**src/rtl/project_pkg.sv**
```systemverilog
// Shared constants and types for the matrix-multiplier datapath.
// Holds the divider state encoding and its fixed iteration latency.
package project_pkg;

    localparam int MSB         = 32;
    localparam int DIV_LATENCY = MSB;

    typedef enum logic [1:0] {
        DIV_IDLE,
        DIV_CALC,
        DIV_DONE
    } div_state_t;

endpackage

```
**src/rtl/seq_divider_div_step.sv**
```systemverilog
// One restoring-division iteration: shift in the next dividend bit and trial-subtract.
// Pure combinational; seq_divider registers the result every clock.
module div_step #(
    parameter int WIDTH = 32
) (
    input  logic [WIDTH-1:0] rem_in,
    input  logic             bit_in,
    input  logic [WIDTH-1:0] divisor,
    output logic [WIDTH-1:0] rem_out,
    output logic             q_bit
);

    // Shifted value is kept one bit wider so a large divisor never loses the top remainder bit.
    logic [WIDTH:0] shifted;

    assign shifted = {rem_in, bit_in};
    assign q_bit   = (shifted >= {1'b0, divisor});
    assign rem_out = q_bit ? (shifted[WIDTH-1:0] - divisor) : shifted[WIDTH-1:0];

endmodule

```
**src/rtl/seq_divider.sv**
```systemverilog
// Iterative restoring divider, one quotient bit per clock, valid/ready on both sides.
// Define SEQ_DIVIDER_SIGNED_EN for two's-complement (truncating) division.
module seq_divider
    import project_pkg::*;
#(
    parameter int WIDTH = MSB,
    parameter int CNT_W = $clog2(WIDTH + 1)
) (
    input  logic             clk,
    input  logic             rst_n,
    input  logic             in_valid,
    output logic             in_ready,
    input  logic [WIDTH-1:0] dividend,
    input  logic [WIDTH-1:0] divisor,
    output logic             out_valid,
    input  logic             out_ready,
    output logic [WIDTH-1:0] quotient,
    output logic [WIDTH-1:0] remainder,
    output logic             div_by_zero
);

    div_state_t       state;
    logic [CNT_W-1:0] count;
    logic [WIDTH-1:0] rem_reg;
    logic [WIDTH-1:0] dvd_reg;
    logic [WIDTH-1:0] dsr_reg;

    logic [WIDTH-1:0] step_rem;
    logic             step_q;
    logic [WIDTH-1:0] dvd_mag;
    logic [WIDTH-1:0] dsr_mag;
    logic [WIDTH-1:0] q_raw;
    logic [WIDTH-1:0] q_final;
    logic [WIDTH-1:0] r_final;
    logic             accept;

    assign accept = (state == DIV_IDLE) && in_valid && in_ready;
    assign q_raw  = {dvd_reg[WIDTH-2:0], step_q};

    div_step #(.WIDTH(WIDTH)) u_step (
        .rem_in  (rem_reg),
        .bit_in  (dvd_reg[WIDTH-1]),
        .divisor (dsr_reg),
        .rem_out (step_rem),
        .q_bit   (step_q)
    );

`ifdef SEQ_DIVIDER_SIGNED_EN
    logic neg_q;
    logic neg_r;

    // Signs are captured at acceptance; the core only ever sees magnitudes.
    always_ff @(posedge clk) begin
        if (!rst_n) begin
            neg_q <= 1'b0;
            neg_r <= 1'b0;
        end else if (accept) begin
            neg_q <= dividend[WIDTH-1] ^ divisor[WIDTH-1];
            neg_r <= dividend[WIDTH-1];
        end
    end

    assign dvd_mag = dividend[WIDTH-1] ? ('0 - dividend) : dividend;
    assign dsr_mag = divisor[WIDTH-1]  ? ('0 - divisor)  : divisor;
    assign q_final = neg_q ? ('0 - q_raw)    : q_raw;
    assign r_final = neg_r ? ('0 - step_rem) : step_rem;
`else
    assign dvd_mag = dividend;
    assign dsr_mag = divisor;
    assign q_final = q_raw;
    assign r_final = step_rem;
`endif

    // Divide-by-zero skips CALC entirely and presents its fixed result straight away.
    always_ff @(posedge clk) begin
        if (!rst_n) begin
            state       <= DIV_IDLE;
            in_ready    <= 1'b1;
            out_valid   <= 1'b0;
            quotient    <= '0;
            remainder   <= '0;
            div_by_zero <= 1'b0;
            count       <= '0;
            rem_reg     <= '0;
            dvd_reg     <= '0;
            dsr_reg     <= '0;
        end else begin
            case (state)
                DIV_IDLE: begin
                    if (accept) begin
                        in_ready <= 1'b0;
                        rem_reg  <= '0;
                        count    <= CNT_W'(WIDTH);
                        if (divisor == '0) begin
                            state       <= DIV_DONE;
                            out_valid   <= 1'b1;
                            quotient    <= '1;
                            remainder   <= dividend;
                            div_by_zero <= 1'b1;
                        end else begin
                            state       <= DIV_CALC;
                            dvd_reg     <= dvd_mag;
                            dsr_reg     <= dsr_mag;
                            div_by_zero <= 1'b0;
                        end
                    end
                end
                DIV_CALC: begin
                    rem_reg <= step_rem;
                    dvd_reg <= q_raw;
                    count   <= count - CNT_W'(1);
                    if (count == CNT_W'(1)) begin
                        state     <= DIV_DONE;
                        out_valid <= 1'b1;
                        quotient  <= q_final;
                        remainder <= r_final;
                    end
                end
                DIV_DONE: begin
                    if (out_ready) begin
                        state     <= DIV_IDLE;
                        out_valid <= 1'b0;
                        in_ready  <= 1'b1;
                    end
                end
                default: begin
                    state     <= DIV_IDLE;
                    in_ready  <= 1'b1;
                    out_valid <= 1'b0;
                end
            endcase
        end
    end

endmodule
```
**config.mk**
```make
export PLATFORM = sky130hd
export DESIGN_NAME = seq_divider
export DESIGN_NICKNAME = d
export VERILOG_FILES = /design/src/rtl/project_pkg.sv /design/src/rtl/seq_divider_div_step.sv /design/src/rtl/seq_divider.sv
export SDC_FILE = /design/constraint.sdc
export NUM_CORES = 1
export LEC_CHECK = 0
export ABC_AREA = 1
export CAP_MARGIN = 20
export CORE_ASPECT_RATIO = 1.75
export CORE_MARGIN = 1
export CORE_UTILIZATION = 56
export CTS_CLUSTER_SIZE = 25
export DETAILED_ROUTE_END_ITERATION = 10
export GPL_TIMING_DRIVEN = 0
export HOLD_SLACK_MARGIN = 0.1
export PLACE_DENSITY = 0.92
export SETUP_SLACK_MARGIN = 0.15
export SYNTH_ARGS = -nofsm -noshare
export SYNTH_HDL_FRONTEND = slang
export SYNTH_SLANG_ARGS = --single-unit
```
**constraint.sdc**
```tcl
create_clock -name clk -period 2.6 [get_ports clk]
set_input_delay 0.26 -clock clk [delete_from_list [all_inputs] [get_ports clk]]
set_output_delay 0.26 -clock clk [all_outputs]
set_load 0.005 [all_outputs]
```
* After elaboration in Yosys (flattened, before gate mapping)
Cells that the tools add are included.
** Operators by class
- Add/subtract/negate cells :: 2
- Order comparisons :: 1
- Equal/unequal tests :: 8
- Multiplexer cells :: 30
- Bitwise logic cells :: 2
- Reduce and logical (&&, ||, !) cells :: 13
** Operators by type and width (number)
- 32-bit two-way mux :: 10
- 32-bit one-hot mux with 2 select lines :: 4
- 33-bit by 32-bit >= comparator with 1-bit output :: 1
- 32-bit logical NOT :: 1
- 32-bit subtractor :: 1
- 6-bit one-hot mux with 2 select lines :: 1
- 3-bit AND reduction :: 4
- 2-bit two-way mux :: 4
- 2-bit != test, second input constant :: 4
- 4-bit AND reduction :: 2
- 1-bit two-way mux :: 7
- 6-bit by 1-bit equality test with 1-bit output, second input constant :: 1
- 6-bit two-way mux :: 1
- 1-bit one-hot mux with 3 select lines :: 2
- 2-bit one-hot mux with 3 select lines :: 1
- 6-bit by 1-bit subtractor with 6-bit output, second input constant :: 1
- 2-bit AND reduction :: 2
- 2-bit by 1-bit equality test with 1-bit output, second input constant :: 1
- 2-bit equality test, second input constant :: 1
- 1-bit logical AND :: 2
- 2-bit logical NOT :: 1
- 2-bit by 1-bit != test with 1-bit output, second input constant :: 1
- 1-bit NOT :: 2
- 2-bit nonzero test :: 1
** Storage, ports and cells
- Register bits :: 171
- Input bits :: 68
- Output and inout bits :: 67
- Logic and storage cells :: 66

* Longest topological paths before layout
- Word-level depth :: 5
- Mapped depth :: 17
- Gate-level depth less buffers :: 17

* Hierarchy
From an unflattened synthesis, not the netlist that was laid out.
** Unflattened totals
- Cell total of the unflattened synthesis :: 1758
- Area total of the unflattened synthesis :: 10635.2 um^2
** Modules (own cells, without submodules)
- seq_divider :: times used 1, cells each 1111, area each 7474.7 um^2, sequential area each 3423.3 um^2
- div_step :: times used 1, cells each 647, area each 3160.5 um^2, sequential area each 0.0 um^2

* Worst setup path before layout
No wires, ideal clock.
- Path kind :: flip-flop to flip-flop
- From :: register dsr_reg[28]
- To :: register rem_reg[29]
- Setup time :: 110 ps
- Data arrival time :: 1801 ps
- Required time :: 2490 ps
- Path slack :: 690 ps
- Cell stages (with the launch flop) :: 16
- Buffers on the path :: 1
- Period minus slack after synthesis :: 1910 ps
- Cells stage by stage :: dfxtp_1 inv_1 ha_1 nand2_1 inv_1 a21oi_1 nor2_1 nor2_1 nand2_1 nor2_4 nand2_4 buf_12 nand3_2 nand3_1 nand2_1 inv_1
** Between the ends
- Word-level cells in the longest chain between the ends :: 3
- Elaborated cells on any way between the ends :: 4
- Those cells by class :: add/sub: 1; order compare: 1; mux: 2
** Ends and longest elaborated chain
- start, declared :: line seq_divider.sv:26 : logic [WIDTH-1:0] dsr_reg;
- start signal, assigned :: line seq_divider.sv:103 : dsr_reg <= dsr_mag;
- 32-bit subtractor / 33-bit by 32-bit >= comparator with 1-bit output (equally long branches) :: line seq_divider_div_step.sv:18, seq_divider_div_step.sv:17
- 32-bit two-way mux * :: line seq_divider_div_step.sv:18 : assign rem_out = q_bit ? (shifted[WIDTH-1:0] - divisor) : shifted[WIDTH-1:0];
- 32-bit one-hot mux with 2 select lines * :: line seq_divider.sv:88 : case (state)
- end signal, assigned :: line seq_divider.sv:109 : rem_reg <= step_rem;
- end, declared :: line seq_divider.sv:24 : logic [WIDTH-1:0] rem_reg;
Every way passes the cells marked *; elsewhere a longest branch is shown, timed or not.
A chain may end at the register's enable or synchronous reset.

* Worst setup path in the final report
- From :: input port divisor[0]
- To :: register remainder[26]
** Between the ends
- Word-level cells in the longest chain between the ends :: 3
** Ends and longest elaborated chain
- start, declared :: line seq_divider.sv:14 : input logic [WIDTH-1:0] divisor,
- 32-bit logical NOT :: line seq_divider.sv:94 : if (divisor == '0) begin
- 2-bit by 1-bit != test with 1-bit output (no source line)
- 4-bit AND reduction (no source line)
- end signal, assigned :: line seq_divider.sv:98 : remainder <= dividend;
- end signal, assigned :: line seq_divider.sv:116 : remainder <= r_final;
- end, declared :: line seq_divider.sv:18 : output logic [WIDTH-1:0] remainder,
Every way passes these cells.

==> out/results.tsv <==
metric	value	unit
status	complete, no violations	
reg2reg_from	dsr_reg[13]	
dpl.hpwl	26200	microns
reg2regPathDepth	15	
worstHoldPathCells	3	
p_total	13.2	mW
pre_cts_ws	-0.492	ns
synth_ff_type	dfxtp_1	
setup_ws	0.194	ns
slew_headroom	54.4	%
synthTopCellsByArea	dfxtp_1, nand2_1, inv_1	
placement.cell_area	0.0120	sq mm
start_util	57.4	%
synth.top_cell.area_share	33.0	%
yosysSeqAreaShare	33.0	%
swShare	45.4	%
grt_first_pass_wirelength	52800	microns
finalHoldViolCount	0	
coreArea	0.0181	sq mm
hold_end	dvd_reg[0]	
p_int	7.23	mW
fmax	416	MHz
r2r-end	rem_reg[26]	
rsz0062_at_grt	yes	
fin_crit	2.41	ns
num_antenna_cells	0	
place.gp.congestion	0.965	
hold_path.class	input port to flop	
fin_setup_tns	0	ns
route.detailed.drc	0	
finalInstanceArea	0.0131	sq mm
yosysWarnings	0	
syn-cell-area	0.0104	sq mm
final-setup-viol-count	0	
p_per_area	1010	mW/mm^2
slew_violations	0	
grt_usage	35.5	%
pwr-share-clk	19.9	%
crit_fanout	10	
portBuffers	134	
clock_skew	0.00825	ns
wl_per_cell	16.6	microns
ff2ff_setup_slack	0.21	ns
clock-sinks	171	
synth_top_cell_by_area	dfxtp_1	
die_h	182	microns
crit_arrival	2.75	ns
root_buffer	clkbuf_16	
rows	65	
cts_inserted_buffers	17	
ir_drop	729	uV
syn_area_per_cell	6.16	sq um
tightest_slew	0.684	ns
ant_nets	0	
areaGrowthSynthToFinish	26.6	%
grt_pass1_vias	10900	
routed_wl	34700	microns
grt_overflow_total	0	
async_flop_share	0	%
hp-start	dividend[0]	
cap_viol_max_count	0	
p_leak	6.57	nW
path_class	input port to flop	
htreeDepth	4	
drt_iter0_drc	955	
cts_tree	built	
p_switching	6.00	mW
syn_inst	1683	
grt_max_degree	17	
ys_ff_latch	171	
start_kind	input port	
drive_above_1_share	9.06	%
grt_antenna_before_repair	0	
seqCellArea	0.00343	sq mm
avgViaCountPerCell	5.48	
die_w	105	microns
cts_buffer_depth	2	
p_seq_share	27.8	%
required	2.94	ns
vias	11500	
synth_fp_nets	1786	
ios	135	
die_area	0.0191	sq mm
synth_cell_type_count	39	
insertion_delay	0.45	ns
multiInputGateArea	0.00597	sq mm
power_frac_comb	52.2	%
period_share	92.5	%
synth-edff-count	0	
crit_path_end_kind	flop	
fin_nets	1947	
path_clk_slew	0.06	ns
firstDrtPassIters	5	
num-fill-cells	1411	
hold-worst-slack	0.459	ns
## timing repair
item,in CTS,in global routing
gates resized for setup,7,80
hold buffers,0,0
endpoints found under the setup margin,122,85
gates cloned,0,0
pin swaps,1,8
buffers inserted,1,7
## critical path, stage by stage
cell	delay (ns)
clkdlybuf4s50_1	0.50
nor2_4	0.22
nand4_1	0.13
nand3b_1	0.18
buf_4	0.19
o21ai_1	0.20
nand2_1	0.18
buf_2	0.25
buf_4	0.20
nor2_1	0.22
nand3_2	0.11
nand2_1	0.07
inv_1	0.04
## metrics by stage
stage | cells | utilization (%)
6_report | 2089 | 72.7
5_1_grt | 2089 | 72.7
4_1_cts | 2082 | 69.9
3_5_place_dp | 2051 | 66.5
3_3_place_gp | 2051 | 66.5
2_1_floorplan | 1683 | -
## how the worst max path moves through the flow
stage                            from       endpoint  cells after the start
after floorplan           dsr_reg[28]    rem_reg[29]                     15
after detailed placement   divisor[0]  remainder[30]                     12
after CTS                  dsr_reg[5]    rem_reg[26]                     15
final                      divisor[0]  remainder[26]                     13
after global placement    divisor[31]  remainder[30]                     12
after global routing       dsr_reg[9]    rem_reg[27]                     16
## power groups by stage
stage | sequential, mW | clock (mW) | combinational, mW
floorplan | 3.59 | 0 | 4.18
CTS | 3.64 | 2.62 | 6.26
global placement | 3.67 | 0 | 6.02
finish | 3.68 | 2.64 | 6.91
detailed placement | 3.69 | 0 | 6.15
global route | 3.72 | 2.73 | 7.58
## cell families (layout without fill, tap and decap cells)
| kind of cell | after synthesis | count (layout) | synth area share, % |
|---|---|---|---|
| flops | 171 | 171 | 33.0 |
| fa+ha+maj | 35 | 35 | 4.30 |
| buf+inv | 356 | 528 | 13.6 |
| xor+xnor | 15 | 15 | 1.27 |
| compound gates | 167 | 167 | 8.23 |
| simple gates | 939 | 939 | 39.6 |
## cell usage in the layout, fill, tap and decap left out, types with 9 or more instances in the layout
cell type / instances
a21oi_1: 57
buf_2: 13
buf_4: 12
clkbuf_1: 44
clkbuf_16: 17
clkdlybuf4s50_1: 134
dfxtp_1: 168
ha_4: 23
inv_1: 278
nand2_1: 441
nand2_2: 13
nand3_1: 99
nand3_2: 32
nand4_1: 44
nor2_1: 236
nor2_4: 9
nor3_1: 37
o21ai_0: 99
xor2_1: 14
## layer usage
metal | global-route usage (%) | share of wire [%] | routed length [microns]
met5 | 0 | 0 | 0
met4 | 27.2 | 8.1 | 2810
met3 | 5.89 | 6.4 | 2210
met2 | 65.7 | 51 | 17700
met1 | 34.7 | 35 | 12000
## synth_stat cells, types with 3 or more instances
cell,n
and2_1,5
nand3_2,30
dfxtp_1,171
nand3b_1,3
inv_2,4
nand4_1,44
nand2_1,452
buf_1,5
buf_2,17
nor4_1,4
o21ai_0,100
inv_1,279
ha_1,34
nor2_2,5
xor2_1,14
nand3_1,102
o21ai_1,3
nor3_1,40
clkbuf_1,44
nor2_1,246
a21oi_1,57
buf_4,3
## area by class of cell
cell class              count  share of cell area [%]
multi-input cells        1156                    45.5
inverters                 284                    8.15
well taps                 234                    2.23
plain buffers              72                    2.73
clock inverters             8                   0.829
clock buffers              22                    3.69
repair buffers            142                    10.8
flip-flops and latches    171                    26.1
No activity file was read; power rests on OpenSTA's default activity.
